`config.mk`:
```
export PLATFORM = sky130hd
export DESIGN_NAME = ro_sample_ctrl
export DESIGN_NICKNAME = d
export VERILOG_FILES = /design/src/rtl/ro_pkg.sv /design/src/rtl/ro_byte_holder.sv /design/src/rtl/ro_sample_ctrl.sv
export SDC_FILE = /design/constraint.sdc
export NUM_CORES = 1
export LEC_CHECK = 0
export CORE_ASPECT_RATIO = 1.1
export CORE_UTILIZATION = 57
export DETAILED_ROUTE_END_ITERATION = 8
export HOLD_SLACK_MARGIN = 0.1
export PLACE_DENSITY = 0.95
export RECOVER_POWER = 50
export SLEW_MARGIN = 20
export SYNTH_ARGS = -nofsm -noshare
export SYNTH_HDL_FRONTEND = slang
export SYNTH_SLANG_ARGS = --single-unit
```
`constraint.sdc`:
```
create_clock -name clk -period 3.77 [get_ports clk]
set_input_delay 0.754 -clock clk [delete_from_list [all_inputs] [get_ports clk]]
set_output_delay 0.754 -clock clk [all_outputs]
set_load 0.01 [all_outputs]
```
`src/rtl/ro_pkg.sv`:
```
// ---------------------------------------------------------------------------
// ro_pkg
// Shared definitions for the dual ring-oscillator sampling controller.
//   - ro_state_e     : sequencer states
//   - BYTE_W         : width of one delivered entropy byte
//   - SHIFT_DEPTH    : depth of the XOR shift register in the entropy buffer
//   - RO_PIPE_LAT    : register stages around the shift register (RO stage
//                      on the way in, output register on the way out)
//   - fillTimerLoad  : timer reload value used when entering FILL
// ---------------------------------------------------------------------------
package ro_pkg;

    localparam int BYTE_W        = 8;
    localparam int SHIFT_DEPTH   = 64;
    localparam int RO_PIPE_LAT   = 2;
    localparam int SEL_W         = $clog2(SHIFT_DEPTH / BYTE_W);
    localparam int TIMER_W       = 8;
    localparam int SAMPLE_PERIOD = BYTE_W;

    typedef enum logic [1:0] {
        IDLE,
        WARMUP,
        FILL,
        SAMPLE
    } ro_state_e;

    // The fill interval is 8*(sel+1) shifts plus the two pipeline stages.
    // The timer is loaded with one less than the interval because the cycle
    // in which it reads zero is itself part of the interval.
    function automatic logic [TIMER_W-1:0] fillTimerLoad(input logic [SEL_W-1:0] sel);
        return TIMER_W'(BYTE_W * (int'(sel) + 1) + RO_PIPE_LAT - 1);
    endfunction

endpackage

```
`src/rtl/ro_byte_holder.sv`:
```
// ---------------------------------------------------------------------------
// ro_byte_holder
// Single-entry holding register between the sampler and the consumer.
// A capture is accepted when the slot is empty or is being emptied in the
// same cycle; otherwise the byte is dropped and the sticky overrun flag set.
// Ports:
//   clk, rst_n    clock and asynchronous active-high reset
//   clear_i       clears the overrun flag (start of a new run)
//   capture_i     a fresh byte is available on byte_i this cycle
//   byte_i        byte to capture
//   ready_i       consumer ready
//   data_o        held byte
//   valid_o       held byte not yet consumed
//   overrun_o     sticky: a capture was dropped
//   handshake_o   valid_o && ready_i (a byte is consumed this cycle)
// ---------------------------------------------------------------------------
module ro_byte_holder
    import ro_pkg::*;
(
    input  logic              clk,
    input  logic              rst_n,
    input  logic              clear_i,
    input  logic              capture_i,
    input  logic [BYTE_W-1:0] byte_i,
    input  logic              ready_i,
    output logic [BYTE_W-1:0] data_o,
    output logic              valid_o,
    output logic              overrun_o,
    output logic              handshake_o
);

    logic [BYTE_W-1:0] data_q, data_d;
    logic              valid_q, valid_d;
    logic              overrun_q, overrun_d;

    assign handshake_o = valid_q & ready_i;

    // A coinciding handshake frees the slot, so the new byte may replace the
    // one being consumed without any bubble in data_valid.
    always_comb begin
        data_d    = data_q;
        valid_d   = valid_q;
        overrun_d = overrun_q;
        if (clear_i) begin
            overrun_d = 1'b0;
        end
        if (capture_i) begin
            if (!valid_q || handshake_o) begin
                data_d  = byte_i;
                valid_d = 1'b1;
            end else begin
                overrun_d = 1'b1;
            end
        end else if (handshake_o) begin
            valid_d = 1'b0;
        end
    end

    always_ff @(posedge clk or posedge rst_n) begin
        if (rst_n) begin
            data_q    <= '0;
            valid_q   <= 1'b0;
            overrun_q <= 1'b0;
        end else begin
            data_q    <= data_d;
            valid_q   <= valid_d;
            overrun_q <= overrun_d;
        end
    end

    assign data_o    = data_q;
    assign valid_o   = valid_q;
    assign overrun_o = overrun_q;

endmodule

```
`src/rtl/ro_sample_ctrl.sv`:
```
// ---------------------------------------------------------------------------
// ro_sample_ctrl
// Sequencer for the dual ring-oscillator entropy buffer: enables the
// oscillators, waits out the warm-up, waits for the shift register to fill
// the selected byte window, then captures a non-overlapping byte every
// 8 cycles and hands it to the consumer over valid/ready.
// Parameters:
//   WARMUP_CYCLES  oscillator warm-up length in cycles (1..255)
// Ports:
//   clk, rst_n                       clock, asynchronous active-high reset
//   start_i, stop_i                  run start pulse / abort
//   sel_cfg_i, req_count_i           byte select and byte count (0 = endless)
//   byte_in_i                        registered byte from the entropy buffer
//   ro_activate_1_o, ro_activate_2_o oscillator enables
//   out_sel_o                        byte select to the buffer
//   data_out_o, data_valid_o         delivered byte and its valid
//   data_ready_i                     consumer ready
//   busy_o, overrun_o, done_o        status
// ---------------------------------------------------------------------------
module ro_sample_ctrl
    import ro_pkg::*;
#(
    parameter int unsigned WARMUP_CYCLES = 32
) (
    input  logic              clk,
    input  logic              rst_n,
    input  logic              start_i,
    input  logic              stop_i,
    input  logic [SEL_W-1:0]  sel_cfg_i,
    input  logic [7:0]        req_count_i,
    input  logic [BYTE_W-1:0] byte_in_i,
    output logic              ro_activate_1_o,
    output logic              ro_activate_2_o,
    output logic [SEL_W-1:0]  out_sel_o,
    output logic [BYTE_W-1:0] data_out_o,
    output logic              data_valid_o,
    input  logic              data_ready_i,
    output logic              busy_o,
    output logic              overrun_o,
    output logic              done_o
);

    ro_state_e          state_q, state_d;
    logic [TIMER_W-1:0] timer_q, timer_d;
    logic [SEL_W-1:0]   sel_q, sel_d;
    logic [7:0]         req_q, req_d;
    logic [7:0]         count_q, count_d;
    logic               ro_q, ro_d;
    logic               done_q, done_d;

    logic               capture;
    logic               clearOverrun;
    logic               handshake;
    logic [7:0]         countInc;

    assign countInc = count_q + 8'd1;

    // Timers count down to zero; the zero cycle performs the action. A
    // completing handshake or a stop overrides any capture in that cycle,
    // since the run is ending.
    always_comb begin
        state_d      = state_q;
        timer_d      = timer_q;
        sel_d        = sel_q;
        req_d        = req_q;
        count_d      = handshake ? countInc : count_q;
        done_d       = 1'b0;
        capture      = 1'b0;
        clearOverrun = 1'b0;

        case (state_q)
            IDLE: begin
                if (start_i && !stop_i) begin
                    state_d      = WARMUP;
                    sel_d        = sel_cfg_i;
                    req_d        = req_count_i;
                    count_d      = '0;
                    clearOverrun = 1'b1;
                    timer_d      = TIMER_W'(WARMUP_CYCLES - 1);
                end
            end
            WARMUP: begin
                if (timer_q == '0) begin
                    state_d = FILL;
                    timer_d = fillTimerLoad(sel_q);
                end else begin
                    timer_d = timer_q - 1'b1;
                end
            end
            FILL: begin
                if (timer_q == '0) begin
                    capture = 1'b1;
                    state_d = SAMPLE;
                    timer_d = TIMER_W'(SAMPLE_PERIOD - 1);
                end else begin
                    timer_d = timer_q - 1'b1;
                end
            end
            SAMPLE: begin
                if (timer_q == '0) begin
                    capture = 1'b1;
                    timer_d = TIMER_W'(SAMPLE_PERIOD - 1);
                end else begin
                    timer_d = timer_q - 1'b1;
                end
            end
            default: begin
                state_d = IDLE;
            end
        endcase

        // Completion only counts while a run is active; a byte retained
        // from an aborted run that drains in IDLE never pulses done.
        if (state_q != IDLE && handshake && req_q != '0 && countInc == req_q) begin
            done_d  = 1'b1;
            state_d = IDLE;
            timer_d = '0;
            capture = 1'b0;
        end

        if (state_q != IDLE && stop_i) begin
            done_d  = 1'b0;
            state_d = IDLE;
            timer_d = '0;
            capture = 1'b0;
        end

        ro_d = (state_d != IDLE);
    end

    // Oscillator enable is registered from the next state so it switches on
    // the same edge as the state and never glitches.
    always_ff @(posedge clk or posedge rst_n) begin
        if (rst_n) begin
            state_q <= IDLE;
            timer_q <= '0;
            sel_q   <= '0;
            req_q   <= '0;
            count_q <= '0;
            ro_q    <= 1'b0;
            done_q  <= 1'b0;
        end else begin
            state_q <= state_d;
            timer_q <= timer_d;
            sel_q   <= sel_d;
            req_q   <= req_d;
            count_q <= count_d;
            ro_q    <= ro_d;
            done_q  <= done_d;
        end
    end

    ro_byte_holder u_holder (
        .clk         (clk),
        .rst_n       (rst_n),
        .clear_i     (clearOverrun),
        .capture_i   (capture),
        .byte_i      (byte_in_i),
        .ready_i     (data_ready_i),
        .data_o      (data_out_o),
        .valid_o     (data_valid_o),
        .overrun_o   (overrun_o),
        .handshake_o (handshake)
    );

    assign ro_activate_1_o = ro_q;
    assign ro_activate_2_o = ro_q;
    assign out_sel_o       = sel_q;
    assign busy_o          = (state_q != IDLE);
    assign done_o          = done_q;

endmodule
```
==> results.yml, run 1 <==
job:
  drv_cap: 1
die:
  fp.coreArea_um2: 3960
  dieArea_um2: 4430
  die_w_um: 63.5
  start_util_pct: 59.9
  rows: 24
  pin_count: 41
  die_h_um: 69.7
grt:
  grt.overflow.total: 0
  grt_max_degree: 42
  grt_pass1_vias: 2083
  grt_first_pass_wirelength_um: 9610
  antenna_found_initial: 0
  grtUsageTotal_pct: 27.7
sta:
  maxSlewHeadroom_pct: -47.1
  setup_viol: 0
  clock_skew_ns: 0.00908
  fin_crit_ns: 2.82
  holdWs_ns: 0.561
  slew_violations: 42
  tightest_slew_ns: 2.21
  fin_crit_sh_pct: 74.9
  tns_ns: 0
  finalHoldViolations: 0
  fmaxAchievable_mhz: 354
  rsz0062_at_grt: "false"
critical_path:
  cp.arrival_ns: 2.79
  rrSetupSlack_ns: 1.47
  path_buf_inv: 3
  crit_slowest_cell: "clkbuf_1"
  critPathCaptureType: "async pin"
  required_ns: 3.74
  path_cells: "clkdlybuf4s50_1 > inv_1 > clkbuf_1"
  r2r-end: "u_holder.data_o[6]"
  crit_type: "input pin to async pin"
  ff2ff_path_depth: 7
  startpoint_type: "input pin"
  cpPeakStageDelay_ns: 1.56
  crit_family: "buffers and inverters"
  r2r-start: "timer_q[0]"
  path_max_fanout: 41
finish:
  nets: 307
  drive_gt1_share_pct: 9.96
  n_antenna_cell: 0
  fin_cells: 333
  fin_util_pct: 73.3
  layout-area-overhead-vs-synth_pct: 22.5
synth:
  synth_top_cell_area_share_pct: 43.2
  synth_nets: 270
  ys_seq_elements: 41
  syn_area_um2: 2370
  ys_seq_area_share_pct: 43.2
  synthTopCellsByArea: "dfrtp_1 43%, mux2_2 5.2%, xnor2_1 4.8%"
  avgSynthCellArea_um2: 9.77
  ys_types: 41
  yosys_warnings: 0
  synth_largest_area_cell: "dfrtp_1"
  synth-edff-count: 0
  synth_flop_cell: "dfrtp_1"
  ys_top_cells_by_count: "41 x dfrtp_1, 15 x nand3_1, 15 x o21ai_0, 14 x nor2_1"
  yosysMostFrequentCell: "dfrtp_1"
  synthCells: 243
  async_flop_share_pct: 100
cts:
  path_clk_slew_ns: 0.08
  clock_tree.root_cell: "clkbuf_8"
  insertion_delay_ns: 0.30
  cts_tree: "done"
  post_cts_buffers: 0
  clock_path_buffers: 2
  clock_sinks: 41
  cts_made_buffers: 5
  cts_resized: 0
  holdBufCountCts: 0
  htree_levels: 2
worst_hold_path:
  hold_end: "timer_q[6]"
  hold_class: "flop to flop"
  hold_depth: 2
  hp-start: "timer_q[6]"
pwr:
  p_leak_uw: 0.00121
  p_per_area_nw_per_um2: 434
  p_total_uw: 1260
  irDropWorstVdd_v: 0.000322
route:
  dr.pass1.iters: 4
  drtIter0Drc: 140
  vias_per_cell: 6.26
  vias: 2084
  wl_per_cell_um: 16.5
  wl_um: 5490
  detail-route-antenna-nets: 0
  drc: 0
status:
  violations: "max-capacitance violations, max-slew violations"
  status: "complete, but fails checks"
placed_design:
  dp_hpwl_um: 3770
  place_inst: 325
  port_buffers: 40
  place_congestion: 0.947
==> placed cells by master (no fill, tap or decap), types with 4 or more instances in the layout <==
master / netlist / routed
dfrtp_1: 41 / 41
nand2_1: 13 / 13
o211ai_1: 4 / 4
a21oi_1: 7 / 7
nand4_1: 10 / 10
nor2_1: 14 / 14
xnor2_1: 13 / 13
inv_1: 8 / 8
xor2_1: 7 / 7
clkdlybuf4s50_1: 0 / 32
nor2b_1: 5 / 5
clkbuf_8: 0 / 6
a31oi_1: 4 / 4
o21ai_0: 15 / 15
nor3_1: 9 / 9
dlygate4sd3_1: 0 / 8
o31ai_1: 9 / 9
mux2_2: 11 / 11
nor3b_1: 11 / 11
nand3_1: 15 / 15
==> metrics by stage <==
| step | area, µm² | worst slack [ns] |
|---|---|---|
| floorplan | 2370 | 1.64 |
| global placement | 2790 | 0.876 |
| detailed placement | 2790 | 0.802 |
| CTS | 2910 | 1.07 |
| global route | 2910 | 0.479 |
| finish | 2910 | 0.946 |
==> state kept, by name, summed over array words and instances (netlist names) <==
signal / flops
count_q: 8
u_holder.valid_o: 1
u_holder.data_o: 8
ro_activate_1_o: 1
timer_q: 8
done_o: 1
state_q: 2
u_holder.overrun_o: 1
req_q: 8
out_sel_o: 3
==> worst register-to-register path, delay by kind of cell (launching register included) <==
kind,cells,cell delay (ns)
AO/OA/AOI/OAI,1,0.11
buffers and inverters,1,0.07
flip-flops,1,0.41
AND/OR/NAND/NOR,4,1.45
adder cells (fa/ha/maj),1,0.20
==> how the worst max path moves through the flow <==
stage	start	end	slack (ns)	depth (start not counted)
5_1_grt	rst_n	req_q[7]	0.48	3
3_5_place_dp	data_ready_i	u_holder.data_o[0]	0.80	6
3_3_place_gp	data_ready_i	u_holder.overrun_o	0.88	6
6_report	rst_n	state_q[0]	0.95	3
2_1_floorplan	data_ready_i	timer_q[3]	1.64	7
4_1_cts	data_ready_i	u_holder.data_o[0]	1.07	6
==> cell families after synthesis <==
family | count (synthesis) | share of synthesized area (%)
simple gates | 90 | 20.8
compound gates | 56 | 17.4
flops | 41 | 43.2
buf+inv | 22 | 4.43
xor+xnor | 20 | 7.38
mux | 11 | 5.22
fa+ha+maj | 3 | 1.58
==> per-layer routing <==
layer	track usage, %	part of all wire, %	vias to the layer above	wire [µm]
li1	-	-	967	-
met1	34.3	40	1014	2200
met2	45.6	52	84	2830
met3	5.92	5.6	19	305
met4	12.6	2.9	0	157
met5	0	0	-	0
==> report_power, final <==
part / internal (µW) / leakage (µW) / switching, µW
combinational: 157 / 0.000618 / 174
clock: 216 / 0.0000585 / 156
sequential: 492 / 0.000534 / 65.1
total: 865 / 0.00121 / 395
==> cell type report <==
class | instances | area, µm²
well taps | 52 | 65.1
fillers | 290 | 1060
clock inverters | 1 | 30.0
repair buffers | 44 | 427
flip-flops and latches | 41 | 1030
clock buffers | 7 | 86.3
inverters | 8 | 30.0
multi-input cells | 180 | 1240
No activity file was read; power rests on OpenSTA's default activity.
==> inputs of run 2 (changes only) <==
- CORE_UTILIZATION: 57 -> 48
- PLACE_DENSITY: 0.95 -> 0.88
- clock period: 3.77 -> 2.3 ns (I/O delays scaled with it)
==> run 2 against run 1 <==
Net effect: the run now ends clean; wire length down 8.2%; power rose by 63%; combinational power increased by 66%; clock power is 62% higher; via count is 3.0% lower; worst setup slack worse by 0.84 ns; worst hold slack got worse by 0.012 ns.
==> results.yml, run 2 (synthesis gave the netlist of run 1 again) <==
job:
  drv_cap: 0
die:
  die_h_um: 75.8
  die_w_um: 69.0
  fp.coreArea_um2: 4680
  dieArea_um2: 5230
  rows: 26
  start_util_pct: 50.7
  pin_count: 41
critical_path:
  path_max_fanout: 10
  required_ns: 2.47
  path_cells: "ha_1 > nand3_1 > or4_1 > and3_1 > a2111oi_2"
  r2r-end: "done_o"
  ff2ff_path_depth: 5
  critPathCaptureType: "flop"
  crit_slowest_cell: "or4_1"
  cp.arrival_ns: 2.37
  r2r-start: "count_q[0]"
  crit_type: "flop to flop"
  cpPeakStageDelay_ns: 0.46
  startpoint_type: "flop"
  rrSetupSlack_ns: 0.10
route:
  wl_um: 5040
  drtIter0Drc: 156
  vias_per_cell: 5.86
  wl_met3_um: 272
  wl_met1_um: 2210
  dr.pass1.iters: 4
  wl_met2_um: 2450
  highest_layer: "met4"
  detail-route-antenna-nets: 0
  drc: 0
  wl_per_cell_um: 14.6
  vias: 2021
cts:
  clock_sinks: 41
  clock_path_buffers: 2
  clock_tree.root_cell: "clkbuf_8"
  cts_tree: "done"
  holdBufCountCts: 0
  post_cts_buffers: 0
  cts_resized: 0
  cts_made_buffers: 5
  path_clk_slew_ns: 0.08
  insertion_delay_ns: 0.30
  htree_levels: 2
pwr:
  intPower_uw: 1440
  seq_power_share_pct: 44.1
  p_total_uw: 2060
  p_leak_uw: 0.00123
  irDropWorstVdd_v: 0.000553
  p_comb_share_pct: 26.7
  p_sw_share_pct: 30.3
  p_per_area_nw_per_um2: 690
  p_switching_uw: 623
  power.share.clock_pct: 29.2
grt:
  grt_first_pass_wirelength_um: 8420
  antenna_found_initial: 0
  grtUsageTotal_pct: 20.4
  grt_pass1_vias: 1868
  grt.overflow.total: 0
  grt_max_degree: 42
sta:
  slew_violations: 0
  maxSlewHeadroom_pct: 33.0
  rsz0062_at_grt: "false"
  setup_viol: 0
  finalHoldViolations: 0
  fmaxAchievable_mhz: 455
  fin_crit_sh_pct: 95.5
  tightest_slew_ns: 1.01
  clock_skew_ns: 0.0134
  fin_crit_ns: 2.20
finish:
  fin_util_pct: 63.7
  nFillCells: 391
  nets: 315
  final_area_um2: 2990
  layout-area-overhead-vs-synth_pct: 25.8
  layout_commonest_cell: "dfrtp_1"
  n_antenna_cell: 0
  layout_common_cells: "41 x dfrtp_1, 39 x clkdlybuf4s50_1, 15 x nand3_1, 15 x o21ai_0, 14 x nor2_1"
  drive_gt1_share_pct: 12.8
placed_design:
  dp_hpwl_um: 3610
  port_buffers: 40
  place_congestion: 0.863
  post_dp_cell_area_um2: 2870
status:
  status: "completed"
worst_hold_path:
  hold_end: "state_q[1]"
  hp-start: "state_q[0]"
  hold_depth: 2
  hold_class: "flop to flop"
run 2: cell types whose count changed in the layout (fill, tap and decap cells not counted):
cell,delta
clkbuf_1,-1
clkdlybuf4s50_1,+7
dlygate4sd3_1,-7
and2_0,+1
clkbuf_2,+1
buf_4,+7
buf_12,+1
and2_1,-1
run 2: layout make-up:
cell class              instances  area [µm²]  area share (%)
well taps                      56        70.1            2.35
flip-flops and latches         41        1030            34.4
inverters                       8        30.0            1.01
clock buffers                   7        86.3            2.89
multi-input cells             180        1240            41.6
repair buffers                 52         500            16.8
clock inverters                 1        30.0            1.01
run 2: stage by stage:
step           setup WS (ns)  std cells  TNS [ns]  hold WS (ns)
2_1_floorplan          0.357        243         0         0.485
3_3_place_gp          0.0550        337         0         0.503
3_5_place_dp        -0.00211        337  -0.00211         0.524
4_1_cts                0.112        345         0         0.543
5_1_grt              0.00764        345         0         0.584
6_report               0.104        345         0         0.550
run 2: worst max-delay path by stage:
stage	from	to	slack, ns	cells past startpoint
2_1_floorplan	count_q[0]	timer_q[3]	0.36	7
3_3_place_gp	data_ready_i	u_holder.data_o[3]	0.05	7
3_5_place_dp	data_ready_i	u_holder.data_o[0]	-0.002	7
4_1_cts	count_q[0]	done_o	0.11	5
5_1_grt	count_q[0]	done_o	0.008	5
6_report	count_q[0]	done_o	0.10	5
run 2: power groups by stage:
stage | sequential [µW] | clock, µW | combinational, µW
2_1_floorplan | 905 | 0 | 372
3_3_place_gp | 919 | 0 | 537
3_5_place_dp | 922 | 0 | 552
4_1_cts | 909 | 615 | 553
5_1_grt | 921 | 640 | 599
6_report | 909 | 601 | 549
run 2: metal layers:
| metal | global-route usage [%] | vias to the layer above |
|---|---|---|
| li1 | - | 984 |
| met5 | 0 | - |
| met1 | 25.7 | 969 |
| met4 | 9.30 | 0 |
| met2 | 34.0 | 58 |
| met3 | 4.89 | 10 |
run 2: critical path, delay by kind of cell, from the launching register on:
family	cells	cell delay [ns]
AO/OA/AOI/OAI	1	0.45
flip-flops	1	0.45
adder cells (fa/ha/maj)	1	0.25
AND/OR/NAND/NOR	3	0.92
==> variant 1 (flow settings as in run 1) <==
The 4 states of `ro_state_e` get a one-hot encoding in 4 bits.
--- a/src/rtl/ro_pkg.sv
+++ b/src/rtl/ro_pkg.sv
@@ -18,9 +18,9 @@
     localparam int SAMPLE_PERIOD = BYTE_W;
 
-    typedef enum logic [1:0] {
-        IDLE,
-        WARMUP,
-        FILL,
-        SAMPLE
+    typedef enum logic [3:0] {
+        IDLE   = 4'b0001,
+        WARMUP = 4'b0010,
+        FILL   = 4'b0100,
+        SAMPLE = 4'b1000
     } ro_state_e;
 
Formal check against the unedited RTL: same outputs for any inputs over 10 cycles, from zero or initial values and one cycle with rst_n high; not proved beyond that.
==> variant 1 against run 1 <==
Utilization decreased by 2.9 points. Die area is 8.0% higher. Critical path depth decreased by 1. Highest routed layer unchanged. Sequential power grew 0.9%. Cell area up 4.6%. Synthesized area increased by 8.3%. Sequential cell count increased by 2. Setup slack lost 0.068 ns. Power shrank 11%. Routed wire length is 10% higher. Final cell count grew 15%.
==> variant 1: results (changes against run 1) <==
Logic synthesis
  – Syn Inst Count: 295 (+21%)
  – Synth cell count leaders: 56 x nand2_1, 42 x dfrtp_1, 25 x nor2_1
  – Syn Nets: 322 (+19%)
  – Area contributors post-synth: dfrtp_1 41%, nand2_1 8.2%, nor2_1 3.7%
  – Register area share after synthesis: 41.9% (-1.3 points)
  – Syn. warnings: 0 (unchanged)
  – Synth cell types: 53 (+29%)

Route
  – Remaining antenna violation count: 0 (unchanged)
  – Met1 WL: 2350 um (+7.0%)
  – Met2 routed WL: 3200 um (+13%)
  – Vias: 2335 (+12%)
  – DR top layer: met4
  – Pre-antenna DRT Iters: 5 (+1)
  – Initial drt markers: 275 (+96%)
  – Routed length on met3: 341 um (+12%)
  – Avg WL per Cell: 15.8 um (-4.2%)

Worst setup path
  – Max FO, Critical Path: 19 (-54%)
  – Crit path largest cell delay: 0.74 ns (-0.82 ns)
  – CP arrival: 2.14 ns (-0.65 ns)
  – CP max stage cell: or4b_1
  – R2r setup slk: 1.16 ns (-0.31 ns)

CTS
  – Num CTS Buffers: 5 (unchanged)
  – Gates resized, CTS repair: 0 (unchanged)
  – Sink Count: 43 (+4.9%)
  – CTS max path bufs: 2 (unchanged)
  – CTS root buf: clkbuf_8

Cells and area
  – #MultiIn Comb: 226 (+26%)
  – Core Util, Final: 70.4% (-2.9 points)
  – Clkbuf count: 7 (unchanged)
  – Fillers: 321 (+11%)
  – Multi-input combinational area share: 44.6% (+1.9 points)
  – Ratio of cells with drive above 1 in the final layout: 8.81% (-1.1 points)
  – Final non-filler cell total: 383 (+15%)
  – Number of diodes: 0 (unchanged)
  – Inverters, non-clock: 9 (+1)
  – Register area: 1080 sq um (+5.0%)
  – Layout Nets: 355 (+16%)
  – NonClk Buf Share: 13.9% (-0.76 points)
  – Buffers excl. clock: 43 (-2.3%)
  – Final clock-cell share: 2.68% (-1.3 points)

Hold path
  – Hold Crit Class: flop to flop

Pwr
  – Lkg Pwr: 1.35 nW (+12%)
  – P_sw: 0.364 mW (-7.9%)
  – Worst VDD drop: 0.268 mV (-17%)

STA
  – Worst-margin pin slew: 0.904 ns (-1.30 ns)
  – Worst Skew: 0.00694 ns (-0.00214 ns)
  – Hold Slack: 0.481 ns (-0.0800 ns)
  – Final period util: 76.7% (+1.8 points)

Global route
  – Pin count of the biggest net entering global routing: 44 (+4.8%)
  – Gr usage total: 27.0% (-0.67 points)
  – Number of global-route vias before repair: 2135 (+2.5%)
  – First-pass GRT wire length: 9840 um (+2.4%)

Status
  – Status: finished, final reports clean

Floorplanning
  – Tap cells: 54 (+3.8%)

Placed design
  – DP HPWL: 4330 um (+15%)
  – DP Worst Slack: 0.856 ns (+0.0539 ns)
  – RD Place Congestion: 0.889 (-6.1%)
variant 1: changes by cell type in the layout (fill, tap and decap cells not counted), moves of 6 or more:
cell     before  now
nand2_1      13   56
nor2_1       14   25
nor3b_1      11    1
a21oi_1       7   14
nand4_1      10    3
o31ai_1       9    2
xnor2_1      13    7
variant 1: layer usage:
metal  track usage, %  vias to the layer above
met2             46.7                      103
met5                0                        -
met4             10.6                        0
met1             33.5                     1119
met3             4.25                       20
li1                 -                     1093
variant 1: cells by family (layout without fill, tap and decap cells):
| group | count (synthesis) | count (layout) | share of synthesized area [%] |
|---|---|---|---|
| AND/OR/NAND/NOR | 141 | 141 | 26.7 |
| AO/OA/AOI/OAI | 55 | 55 | 14.4 |
| flip-flops | 43 | 43 | 41.9 |
| buffers and inverters | 26 | 60 | 5.50 |
| XOR/XNOR | 17 | 17 | 5.79 |
| multiplexers | 10 | 10 | 4.28 |
| adder cells (fa/ha/maj) | 3 | 3 | 1.46 |
variant 1: power groups by stage:
stage               Clock [mW]  Combinational, mW  Sequential, mW
global route             0.302              0.308           0.570
global placement             0              0.260           0.566
finish                   0.285              0.278           0.562
detailed placement           0              0.274           0.569
floorplan                    0              0.187           0.557
CTS                      0.284              0.278           0.560
variant 1: worst paths after layout:
path	startpoint	endpoint	depth (start not counted)
min	u_holder.overrun_o	u_holder.overrun_o	2
max in group asynchronous	rst_n	state_q[0]	3
max reg2reg	state_q[1]	u_holder.data_o[3]	6
max	state_q[1]	busy_o	2
min in group asynchronous	rst_n	timer_q[6]	3
min reg2reg	u_holder.overrun_o	u_holder.overrun_o	2
variant 1: worst max-delay path, delay by kind of cell, from the launching register on:
kind          cells  cell delay (ns)
buf+inv           1             0.54
flops             1             0.56
simple gates      1             0.74
==> variant 2 (settings of run 1) <==
Made on the original files. Change the package constant `TIMER_W` from 8 to 9.
--- a/src/rtl/ro_pkg.sv
+++ b/src/rtl/ro_pkg.sv
@@ -15,5 +15,5 @@
     localparam int RO_PIPE_LAT   = 2;
     localparam int SEL_W         = $clog2(SHIFT_DEPTH / BYTE_W);
-    localparam int TIMER_W       = 8;
+    localparam int TIMER_W       = 9;
     localparam int SAMPLE_PERIOD = BYTE_W;
 
Formal check against the unedited RTL: same outputs for any inputs over 10 cycles, from zero or initial values and one cycle with rst_n high; that may be too few to reach the edited logic, so the function may still have changed.
==> variant 2 against run 1 <==
The flow still finishes with violations (max-capacitance violations, max-slew violations). Routed wire length down 14%. Clock skew down 0.0035 ns. Hold slack worse by 0.044 ns. Power down 10%. Synthesized area down 5.2%. Setup slack worse by 0.17 ns. Sequential cell count up 1. Cell area down 4.7%.
==> variant 2: results (changes against run 1) <==
Route
  – Routed length on met3: 228 um (-25%)
  – Initial drt markers: 88 (-37%)
  – Post-DR vias/cell: 5.87 (-6.3%)
  – Met2 routed WL: 2400 um (-15%)
  – DR top layer: met4
  – Met1 WL: 1980 um (-9.8%)
  – Remaining antenna violation count: 0 (unchanged)
  – Vias: 1766 (-15%)
  – Drt total wl: 4710 um (-14%)

Logic synthesis
  – Register area share after synthesis: 46.7% (+3.5 points)
  – Area contributors post-synth: dfrtp_1 47%, mux2_2 5.5%, mux2_4 5.3%
  – Syn Inst Count: 206 (-15%)
  – Primary FF master, synth: dfrtp_1
  – Syn. warnings: 0 (unchanged)
  – Synth cell types: 49 (+20%)
  – Syn Nets: 233 (-14%)
  – Synth cell count leaders: 42 x dfrtp_1, 23 x nor2_1, 14 x nand2_1

STA
  – Hold Slack: 0.518 ns (-0.0436 ns)
  – Slew Limit Fails: 43 (+2.4%)
  – Worst Skew: 0.00555 ns (-0.00354 ns)
  – Worst-margin pin slew: 2.23 ns (+0.0267 ns)

Hold path
  – Hold Crit Class: flop to flop

Global route
  – First-pass GRT wire length: 7830 um (-19%)
  – Gr usage total: 26.2% (-1.4 points)
  – Initial antenna violation count: 0 (unchanged)
  – Number of global-route vias before repair: 1713 (-18%)
  – Pin count of the biggest net entering global routing: 43 (+2.4%)

Status
  – Failing checks: max-capacitance violations, max-slew violations
  – Status: finished, violations left

Worst setup path
  – Reg2reg start: count_q[0]
  – R2r endpoint: u_holder.data_o[7]
  – Crit path largest cell delay: 1.58 ns (+0.02 ns)
  – CP arrival: 2.95 ns (+0.16 ns)
  – Critical path startpoint: rst_n
  – Max FO, Critical Path: 42 (+2.4%)
  – Worst Setup EP: count_q[6]
  – CP max stage cell: clkbuf_1
  – R2r setup slk: 1.29 ns (-0.18 ns)
  – FF-to-FF path depth: 8 (+1)

Pwr
  – Worst VDD drop: 0.304 mV (-5.7%)
  – Lkg Pwr: 1.23 nW (+1.4%)

Placed design
  – DP Area: 2690 sq um (-3.8%)
  – Port-buffer cells: 40 (unchanged)
  – DP Cell Count: 293 (-9.8%)
  – DP HPWL: 3470 um (-8.1%)
  – RD Place Congestion: 0.869 (-8.2%)

Run
  – # Max-Cap Violations: 1 (unchanged)

CTS
  – Reg clk slew, reported paths: 0.08 ns (about the same)
  – Post-CTS setup buffer count: 0 (unchanged)
  – CTS max path bufs: 2 (unchanged)
  – Gates resized, CTS repair: 0 (unchanged)
  – Num CTS Buffers: 5 (unchanged)

Cells and area
  – Number of diodes: 0 (unchanged)
  – Largest reg by FF count: timer_q
  – Ratio of cells with drive above 1 in the final layout: 15.1% (+5.2 points)
  – Layout Nets: 277 (-9.8%)
## variant 2: per-stage QoR
stage | power, mW | worst slack [ns]
floorplan | 0.739 | 1.54
global placement | 0.833 | 0.876
detailed placement | 0.845 | 0.724
CTS | 1.14 | 0.801
global route | 1.19 | 0.304
finish | 1.13 | 0.771
## variant 2: how the worst min path moves through the flow
stage,from,endpoint,cells past startpoint
after CTS,u_holder.data_o[2],u_holder.data_o[2],1
after global placement,timer_q[7],timer_q[7],1
final,u_holder.data_o[2],u_holder.data_o[2],1
after floorplan,timer_q[7],timer_q[7],1
after global routing,u_holder.data_o[2],u_holder.data_o[2],1
after detailed placement,u_holder.data_o[0],u_holder.data_o[0],1
## variant 2: cell type report
type,count,area [sq um]
multi-input combinational,149,1110
sequential,42,1050
fill,229,943
timing repair buffer,44,419
clock buffer,7,86.3
tap,50,62.6
inverter,8,30.0
clock inverter,1,5.00
## variant 2: cells by family (layout without fill, tap and decap cells)
logic type / after synthesis / in the layout / synth area share, %
AND/OR/NAND/NOR: 74 / 74 / 17.7
flip-flops: 42 / 42 / 46.7
AO/OA/AOI/OAI: 36 / 36 / 12.6
multiplexers: 20 / 20 / 11.3
XOR/XNOR: 16 / 16 / 6.23
buffers and inverters: 15 / 60 / 3.73
adder cells (fa/ha/maj): 3 / 3 / 1.67
## variant 2: layer usage
metal	vias up	track usage, %
met5	-	0
met4	0	11.7
met3	10	3.78
met2	65	43.8
met1	865	33.5
li1	826	-
## variant 2: where the power goes
part           internal, mW  switching (mW)
combinational         0.145           0.130
clock                 0.148           0.149
sequential            0.502          0.0586
total                 0.795           0.337
